--- src/rtl/oven_sequencer.sv ---
// Oven sequencer: holds the MM:SS setpoint, counts it down on the 1 Hz tick while cooking,
// drives the magnetron enable and gates keypad entry.
//
// state | meaning
// IDLE  | waiting for the first key, digits 00:00
// ENTRY | digits being keyed in
// COOK  | magnetron on, counting down
// PAUSE | stopped or door opened while cooking, digits retained
// DONE  | countdown reached 00:00, done flag held for DONE_HOLD ticks
module oven_sequencer #(
  parameter int unsigned DONE_HOLD = 3
) (
  input  logic       clock,
  input  logic       clearn,
  input  logic [3:0] BCD,
  input  logic       loadn,
  input  logic       pgt_1Hz,
  input  logic       startn,
  input  logic       stopn,
  input  logic       door_closed,
  output logic       keypad_en,
  output logic       mag_on,
  output logic       done,
  output logic [3:0] min_tens,
  output logic [3:0] min_ones,
  output logic [3:0] sec_tens,
  output logic [3:0] sec_ones
);

  localparam logic [3:0] HOLD_INIT = 4'(DONE_HOLD);

  typedef enum logic [2:0] {
    S_IDLE  = 3'd0,
    S_ENTRY = 3'd1,
    S_COOK  = 3'd2,
    S_PAUSE = 3'd3,
    S_DONE  = 3'd4
  } state_t;

  state_t     state_q, state_d;
  logic [3:0] mt_q, mo_q, st_q, so_q;
  logic [3:0] mt_d, mo_d, st_d, so_d;
  logic [3:0] hold_q, hold_d;
  logic       loadn_q, startn_q, stopn_q, tick_q;

  logic       key_ev, start_ev, stop_ev, tick_ev;
  logic       zero;
  logic [3:0] dec_mt, dec_mo, dec_st, dec_so;
  logic       dec_zero;

  // Edge events are combinational against the previous sample, so they fire on first sight.
  assign key_ev   = loadn_q & ~loadn & (BCD <= 4'd9);
  assign start_ev = startn_q & ~startn;
  assign stop_ev  = stopn_q & ~stopn;
  assign tick_ev  = ~tick_q & pgt_1Hz;

  assign zero = (mt_q == 4'd0) && (mo_q == 4'd0) && (st_q == 4'd0) && (so_q == 4'd0);

  always_ff @(posedge clock or negedge clearn) begin
    if (!clearn) begin
      state_q  <= S_IDLE;
      mt_q     <= 4'd0;
      mo_q     <= 4'd0;
      st_q     <= 4'd0;
      so_q     <= 4'd0;
      hold_q   <= 4'd0;
      loadn_q  <= 1'b1;
      startn_q <= 1'b1;
      stopn_q  <= 1'b1;
      tick_q   <= 1'b0;
    end else begin
      state_q  <= state_d;
      mt_q     <= mt_d;
      mo_q     <= mo_d;
      st_q     <= st_d;
      so_q     <= so_d;
      hold_q   <= hold_d;
      loadn_q  <= loadn;
      startn_q <= startn;
      stopn_q  <= stopn;
      tick_q   <= pgt_1Hz;
    end
  end

  // One-second decrement; seconds borrow reloads 59, minutes borrow is plain BCD.
  always_comb begin
    dec_mt = mt_q;
    dec_mo = mo_q;
    dec_st = st_q;
    dec_so = so_q;
    if (so_q != 4'd0) begin
      dec_so = so_q - 4'd1;
    end else begin
      dec_so = 4'd9;
      if (st_q != 4'd0) begin
        dec_st = st_q - 4'd1;
      end else begin
        dec_st = 4'd5;
        if (mo_q != 4'd0) begin
          dec_mo = mo_q - 4'd1;
        end else begin
          dec_mo = 4'd9;
          dec_mt = mt_q - 4'd1;
        end
      end
    end
    dec_zero = (dec_mt == 4'd0) && (dec_mo == 4'd0) && (dec_st == 4'd0) && (dec_so == 4'd0);
  end

  always_comb begin
    state_d = state_q;
    mt_d    = mt_q;
    mo_d    = mo_q;
    st_d    = st_q;
    so_d    = so_q;
    hold_d  = hold_q;

    unique case (state_q)
      S_IDLE: begin
        if (key_ev) begin
          mt_d    = mo_q;
          mo_d    = st_q;
          st_d    = so_q;
          so_d    = BCD;
          state_d = S_ENTRY;
        end
      end

      S_ENTRY: begin
        if (stop_ev) begin
          mt_d    = 4'd0;
          mo_d    = 4'd0;
          st_d    = 4'd0;
          so_d    = 4'd0;
          state_d = S_IDLE;
        end else if (start_ev && zero) begin
          state_d = S_IDLE;
        end else if (start_ev && door_closed) begin
          state_d = S_COOK;
        end else if (key_ev) begin
          mt_d = mo_q;
          mo_d = st_q;
          st_d = so_q;
          so_d = BCD;
        end
      end

      S_COOK: begin
        if (stop_ev || !door_closed) begin
          state_d = S_PAUSE;
        end else if (tick_ev && !zero) begin
          mt_d = dec_mt;
          mo_d = dec_mo;
          st_d = dec_st;
          so_d = dec_so;
          if (dec_zero) begin
            hold_d  = HOLD_INIT;
            state_d = S_DONE;
          end
        end else if (zero) begin
          hold_d  = HOLD_INIT;
          state_d = S_DONE;
        end
      end

      S_PAUSE: begin
        if (stop_ev) begin
          mt_d    = 4'd0;
          mo_d    = 4'd0;
          st_d    = 4'd0;
          so_d    = 4'd0;
          state_d = S_IDLE;
        end else if (start_ev && door_closed) begin
          state_d = S_COOK;
        end
      end

      S_DONE: begin
        mt_d = 4'd0;
        mo_d = 4'd0;
        st_d = 4'd0;
        so_d = 4'd0;
        if (key_ev || start_ev || stop_ev) begin
          state_d = S_IDLE;
        end else if (tick_ev) begin
          if (hold_q <= 4'd1) begin
            hold_d  = 4'd0;
            state_d = S_IDLE;
          end else begin
            hold_d = hold_q - 4'd1;
          end
        end
      end

      default: begin
        mt_d    = 4'd0;
        mo_d    = 4'd0;
        st_d    = 4'd0;
        so_d    = 4'd0;
        hold_d  = 4'd0;
        state_d = S_IDLE;
      end
    endcase
  end

  assign keypad_en = (state_q == S_IDLE) || (state_q == S_ENTRY);
  assign mag_on    = (state_q == S_COOK);
  assign done      = (state_q == S_DONE);
  assign min_tens  = mt_q;
  assign min_ones  = mo_q;
  assign sec_tens  = st_q;
  assign sec_ones  = so_q;

endmodule

--- config.mk ---
export PLATFORM = sky130hd
export DESIGN_NAME = oven_sequencer
export DESIGN_NICKNAME = d
export VERILOG_FILES = /design/src/rtl/oven_sequencer.sv
export SDC_FILE = /design/constraint.sdc
export NUM_CORES = 1
export LEC_CHECK = 0
export CAP_MARGIN = 0
export CORE_ASPECT_RATIO = 0.5
export CORE_UTILIZATION = 57
export DETAILED_ROUTE_END_ITERATION = 8
export HOLD_SLACK_MARGIN = 0.06
export PLACE_DENSITY = 0.95
export SYNTH_ARGS = -nofsm -noshare
export SYNTH_HDL_FRONTEND = slang
export SYNTH_SLANG_ARGS = --single-unit
export TNS_END_PERCENT = 5
--- constraint.sdc ---
create_clock -name clock -period 4.2 [get_ports clock]
set_input_delay 0.84 -clock clock [delete_from_list [all_inputs] [get_ports clock]]
set_output_delay 0.84 -clock clock [all_outputs]
set_load 0.01 [all_outputs]
# ---- After elaboration in Yosys (flattened, before gate mapping)
# Cells that the tools add are included.
dict set report word_totals {
  input_bits 11
  elab_cells 135
  out_inout_bits 19
  ff_bits 27
}
dict set report classes {
  n_reduce_logical 31
  bitwise_logic 10
  add_sub_neg 5
  muxes 59
  magnitude_cmp 2
  eq_ne 18
}
# op n
set ops {}
lappend ops {{$mux 4} 41}
lappend ops {{$pmux 4 s4} 4}
lappend ops {{$mux 3} 12}
lappend ops {{$logic_not 4->1} 8}
lappend ops {{$sub 4x1->4 const B} 5}
lappend ops {{$pmux 3 s5} 1}
lappend ops {{$pmux 4 s3} 1}
lappend ops {{$reduce_bool 4->1} 3}
lappend ops {{$reduce_and 5->1} 2}
lappend ops {{$logic_and 1x1->1} 9}
lappend ops {{$ne 3x1->1 const B} 3}
lappend ops {{$ne 3x3->1 const B} 3}
lappend ops {{$ne 2x2->1 const B} 4}
lappend ops {{$eq 3x2->1 const B} 2}
lappend ops {{$reduce_and 6->1} 1}
lappend ops {{$and 1x1->1} 5}
lappend ops {{$not 1->1} 5}
lappend ops {{$le 4x1->1 const B} 1}
lappend ops {{$le 4x4->1 const B} 1}
lappend ops {{$logic_or 1x1->1} 4}
lappend ops {{$ne 2x1->1 const B} 2}
lappend ops {{$ne 4x1->1 const B} 1}
lappend ops {{$ne 4x4->1 const B} 1}
lappend ops {{$eq 3x1->1 const B} 1}
lappend ops {{other kinds (4)} 5}

# ---- Logic depth before layout (Yosys ltp)
dict set report logic_depth {
  ltp_word 12
  depth_mapped 9
  ltp_nobuf 8
}

# ---- Worst setup path before layout
# OpenSTA, ideal clock, no wires.
dict set report synth_path {
  kind {input -> register}
  startpoint {input stopn}
  endpoint {register mt_q[0] (netlist: min_tens[0])}
  path_buffers 1
  cell_stages 6
  arrival_time_ns 2.248
  setup_slack_ns 1.827
  required_time_ns 4.074
  setup_ns 0.126
  path_cell_list {nand2b_1 > clkbuf_1 > o2111ai_1 > a211o_1 > and3_1 > a221o_1}
}
dict set report synth_between {
  elab_chain_cells 5
  word_cells_on_any_way 10
  cone_classes {4 x eq/ne; 2 x mux; 2 x bitwise; 2 x reduce/logical}
}
# element line_no
set synth_rtl {}
lappend synth_rtl {{from (decl)} 19} ;# input logic stopn,
lappend synth_rtl {{$not 1->1 *} 54} ;# assign stop_ev = stopn_q & ~stopn;
lappend synth_rtl {{$and 1x1->1 *} 54}
lappend synth_rtl {{$logic_or 1x1->1} 149} ;# if (stop_ev || !door_closed) begin
lappend synth_rtl {{$ne 2x2->1 (no line)} --}
lappend synth_rtl {{$reduce_and 5->1 (no line)} --}
lappend synth_rtl {{to (signal assigned)} 73} ;# mt_q <= mt_d;
lappend synth_rtl {{to (decl)} 41} ;# logic [3:0] mt_q, mo_q, st_q, so_q;
# Mark *: on every way between the ends. The rest lies on a longest branch, timed or not.
# A chain may end at the register's enable or synchronous reset.

# ---- Worst setup path in the final report
# Same ends and word-level chain as after synthesis.

==> key figures <==
Yosys
  • Number of synthesized register bits: 27
  • Synth top area share: roughly a third
  • Top cells by area, synth: dfrtp_1, nand2_1, o21ai_1
  • Post-synth cell types: between 50 and 60
  • Post-Syn Area: 1860 um2
  • Post-synth EDFFs: 0
  • Async S/R FF share, synth: 100%
  • Yosys warns: 0
  • Post-Synthesis Cells: 223
  • Post-Syn Area per Cell: 8.32 um2
  • Main flop type after synthesis: dfrtp_1
  • Top cell type by total area after synthesis: dfrtp_1
  • Sequential fraction of the synthesis area: 36.6%
  • Syn nets: 238

Clock tree
  • CTS root buffer: clkbuf_8
  • Clock Sinks: 27
  • Clk_lat worst skew: 280 ps
  • Post-CTS Hold Buffers: 0
  • Post-CTS sizing: 0
  • CTS tree: yes
  • Total CTS buffers: 3
  • # Post-CTS Setup Buffers: 0
  • Clock tree buffer depth: 2
  • Htree depth: 1
  • Clock-pin slew on the worst setup and hold paths: 100 ps

Pwr
  • Static Leak: 0.923 nW
  • PwrDens: 658 nW/um2
  • Logic pwr share: 57.3%
  • Int Pwr: 762 uW
  • Clock share of power: approximately a tenth
  • Net Switching: 693 uW
  • Sw Ratio: 47.6%
  • Flop pwr share: around a third
  • Pwr Total: between 1 and 1.5 mW
  • Max VDD drop: between 300 and 400 uV

GRT
  • GR Util All Layers: slightly below 30%
  • Pin count of the biggest net entering global routing: 28
  • First-pass GRT wire length: a little under 8 mm
  • Initial antenna violation count: 0
  • Total congestion overflow: 0
  • Vias in the first global route: 1669

Route
  • Detail Route Antenna Nets: 0
  • Initial DRC Count: 244
  • Router iterations before antenna repair: 7
  • DRT Wirelength: 4.68 mm
  • Drc violations: 0
  • Via/cell ratio: 6.51
  • Total vias in the final route: 1876
  • Drt wl/cell: approximately 16 um

Floorplan
  • Die area: between 3000 and 4000 um2
  • Placeable core area: 3050 um2
  • Die H: 42.3 um
  • Die extent in x: 82.7 um
  • I/O Pins: 30
  • Num rows: 14
  • Starting Density: 60.9%

Final layout
  • Final core utilization: ~73%
  • P&R area growth vs syn: 19.2%
  • Total Nets Final: 264
  • Diode count: 0
  • Share of cells above drive strength 1: a little over 8%

Critical path
  • CP startpoint: stopn
  • Reg2reg start: state_q[2]
  • Crit path DAT: 3240 ps
  • End of the critical path: min_tens[0]
  • CP Max Fanout: 14
  • Critical R2R Capture: min_tens[0]
  • R2R setup slack: 1480 ps
  • Crit path launch type: primary input
  • Crit path capture type: flop
  • Worst path required time: 4370 ps
  • Reg2Reg Depth: 8
  • Kind of critical path: in2reg

Placement
  • Dpl hpwl: around 3.4 mm
  • Buffers on Ports: 29
  • GP Congestion: 0.883
  • Place WS: just under 900 ps

STA
  • Worst slew pin tran: 706 ps
  • Fin Setup TNS: 0 ps
  • Period utilisation layout: around 73%
  • Fin worst setup slack: 1140 ps
  • F_max: 326 MHz
  • Pins over their slew limit: 0
  • Clk_skew: 12.6 ps
  • Final Hold Fails: 0
  • RSZ-0062 raised after global routing: false
  • Tmin final: 3060 ps
  • Relative slew slack: 52.6%
  • Final setup vio count: 0

Job
  • Max cap viols: 0

Outcome
  • Status: complete, no violations

Min path
  • Worst hold path class: reg2reg
-- stage by stage --
step                area (um2)  hold WS (ps)  std cells
global placement          2170           504        284
global route              2210           571        288
CTS                       2210           535        288
floorplan                 1860           487        223
detailed placement        2170           515        284
finish                    2210           536        288
-- power by group through the flow --
| stage | sequential [mW] | clock, mW | combinational (mW) |
|---|---|---|---|
| final | 0.470 | 0.151 | 0.834 |
| after global placement | 0.462 | 0 | 0.784 |
| after global routing | 0.483 | 0.165 | 0.914 |
| after detailed placement | 0.467 | 0 | 0.817 |
| after floorplan | 0.441 | 0 | 0.575 |
| after CTS | 0.463 | 0.152 | 0.822 |
-- layout make-up --
cell class	count	area [um2]
Multi-Input combinational cell	175	1090
Fill cell	221	836
Sequential cell	27	679
Timing Repair Buffer	32	313
Tap cell	40	50.0
Clock buffer	3	41.3
Inverter	10	37.5
Clock inverter	1	5.00
-- layout by cell type (no fill, tap or decap), drive strengths merged, types with 5 or more instances in the layout --
cell type | synthesis | routed
nand2 | 24 | 24
dfrtp | 24 | 24
nor2b | 5 | 5
a21oi | 14 | 14
nor3 | 11 | 11
a22oi | 5 | 5
clkdlybuf4s50 | 0 | 29
inv | 10 | 10
o21ai | 25 | 25
nor2 | 20 | 20
nand3 | 9 | 9
-- registers in the layout, summed over array words and instances, names as in the netlist --
register and flops:
hold_q 4, loadn_q 1, min_ones 4, min_tens 4, sec_ones 4, sec_tens 4, startn_q 1, state_q 3
stopn_q 1, tick_q 1
-- layer usage --
metal / up-vias / wire [um] / GRT usage (%)
met5: - / 0 / 0
met4: 0 / 110 / 10.7
met3: 22 / 402 / 6.74
met2: 120 / 2140 / 44.9
met1: 860 / 2020 / 39.8
li1: 874 / - / -
-- cell usage after synthesis (2+ instances only) --
master / n
a21oi_1: 14
a221o_1: 2
a22oi_1: 5
a2bb2oi_1: 2
a31oi_1: 2
a32oi_1: 2
a41oi_1: 2
buf_2: 3
clkbuf_1: 7
dfrtp_1: 24
dfstp_2: 3
ha_1: 4
inv_1: 10
mux2i_1: 2
nand2_1: 24
nand2b_1: 4
nand3_1: 9
nand4_1: 2
nor2_1: 20
nor2b_1: 5
nor3_1: 10
nor3b_1: 3
o2111ai_1: 2
o21a_1: 2
o21ai_0: 9
o21ai_1: 16
o2bb2ai_1: 3
o31ai_1: 2
or2_1: 2
or3_1: 2
xor2_1: 2
-- worst max-delay path, stage by stage --
cell             delay (ps)
clkdlybuf4s50_1         430
nand2b_1                320
o2111ai_1               280
a2bb2oi_1               300
nand3_1                 440
a21o_1                  310
a221o_1                 300
-- how the worst min path moves through the flow --
stage,from,endpoint,depth (start not counted)
floorplan,hold_q[1],hold_q[1],1
global placement,hold_q[1],hold_q[1],1
detailed placement,hold_q[1],hold_q[1],1
CTS,hold_q[1],hold_q[1],1
global route,hold_q[1],hold_q[1],1
finish,hold_q[1],hold_q[1],1
-- cells by family after synthesis --
family	share of synthesized area, %
mux	1.69
flops	36.6
fa+ha+maj	2.70
compound gates	25.4
xor+xnor	1.42
buf+inv	4.86
simple gates	27.4
(Power assumes the default switching activity.)
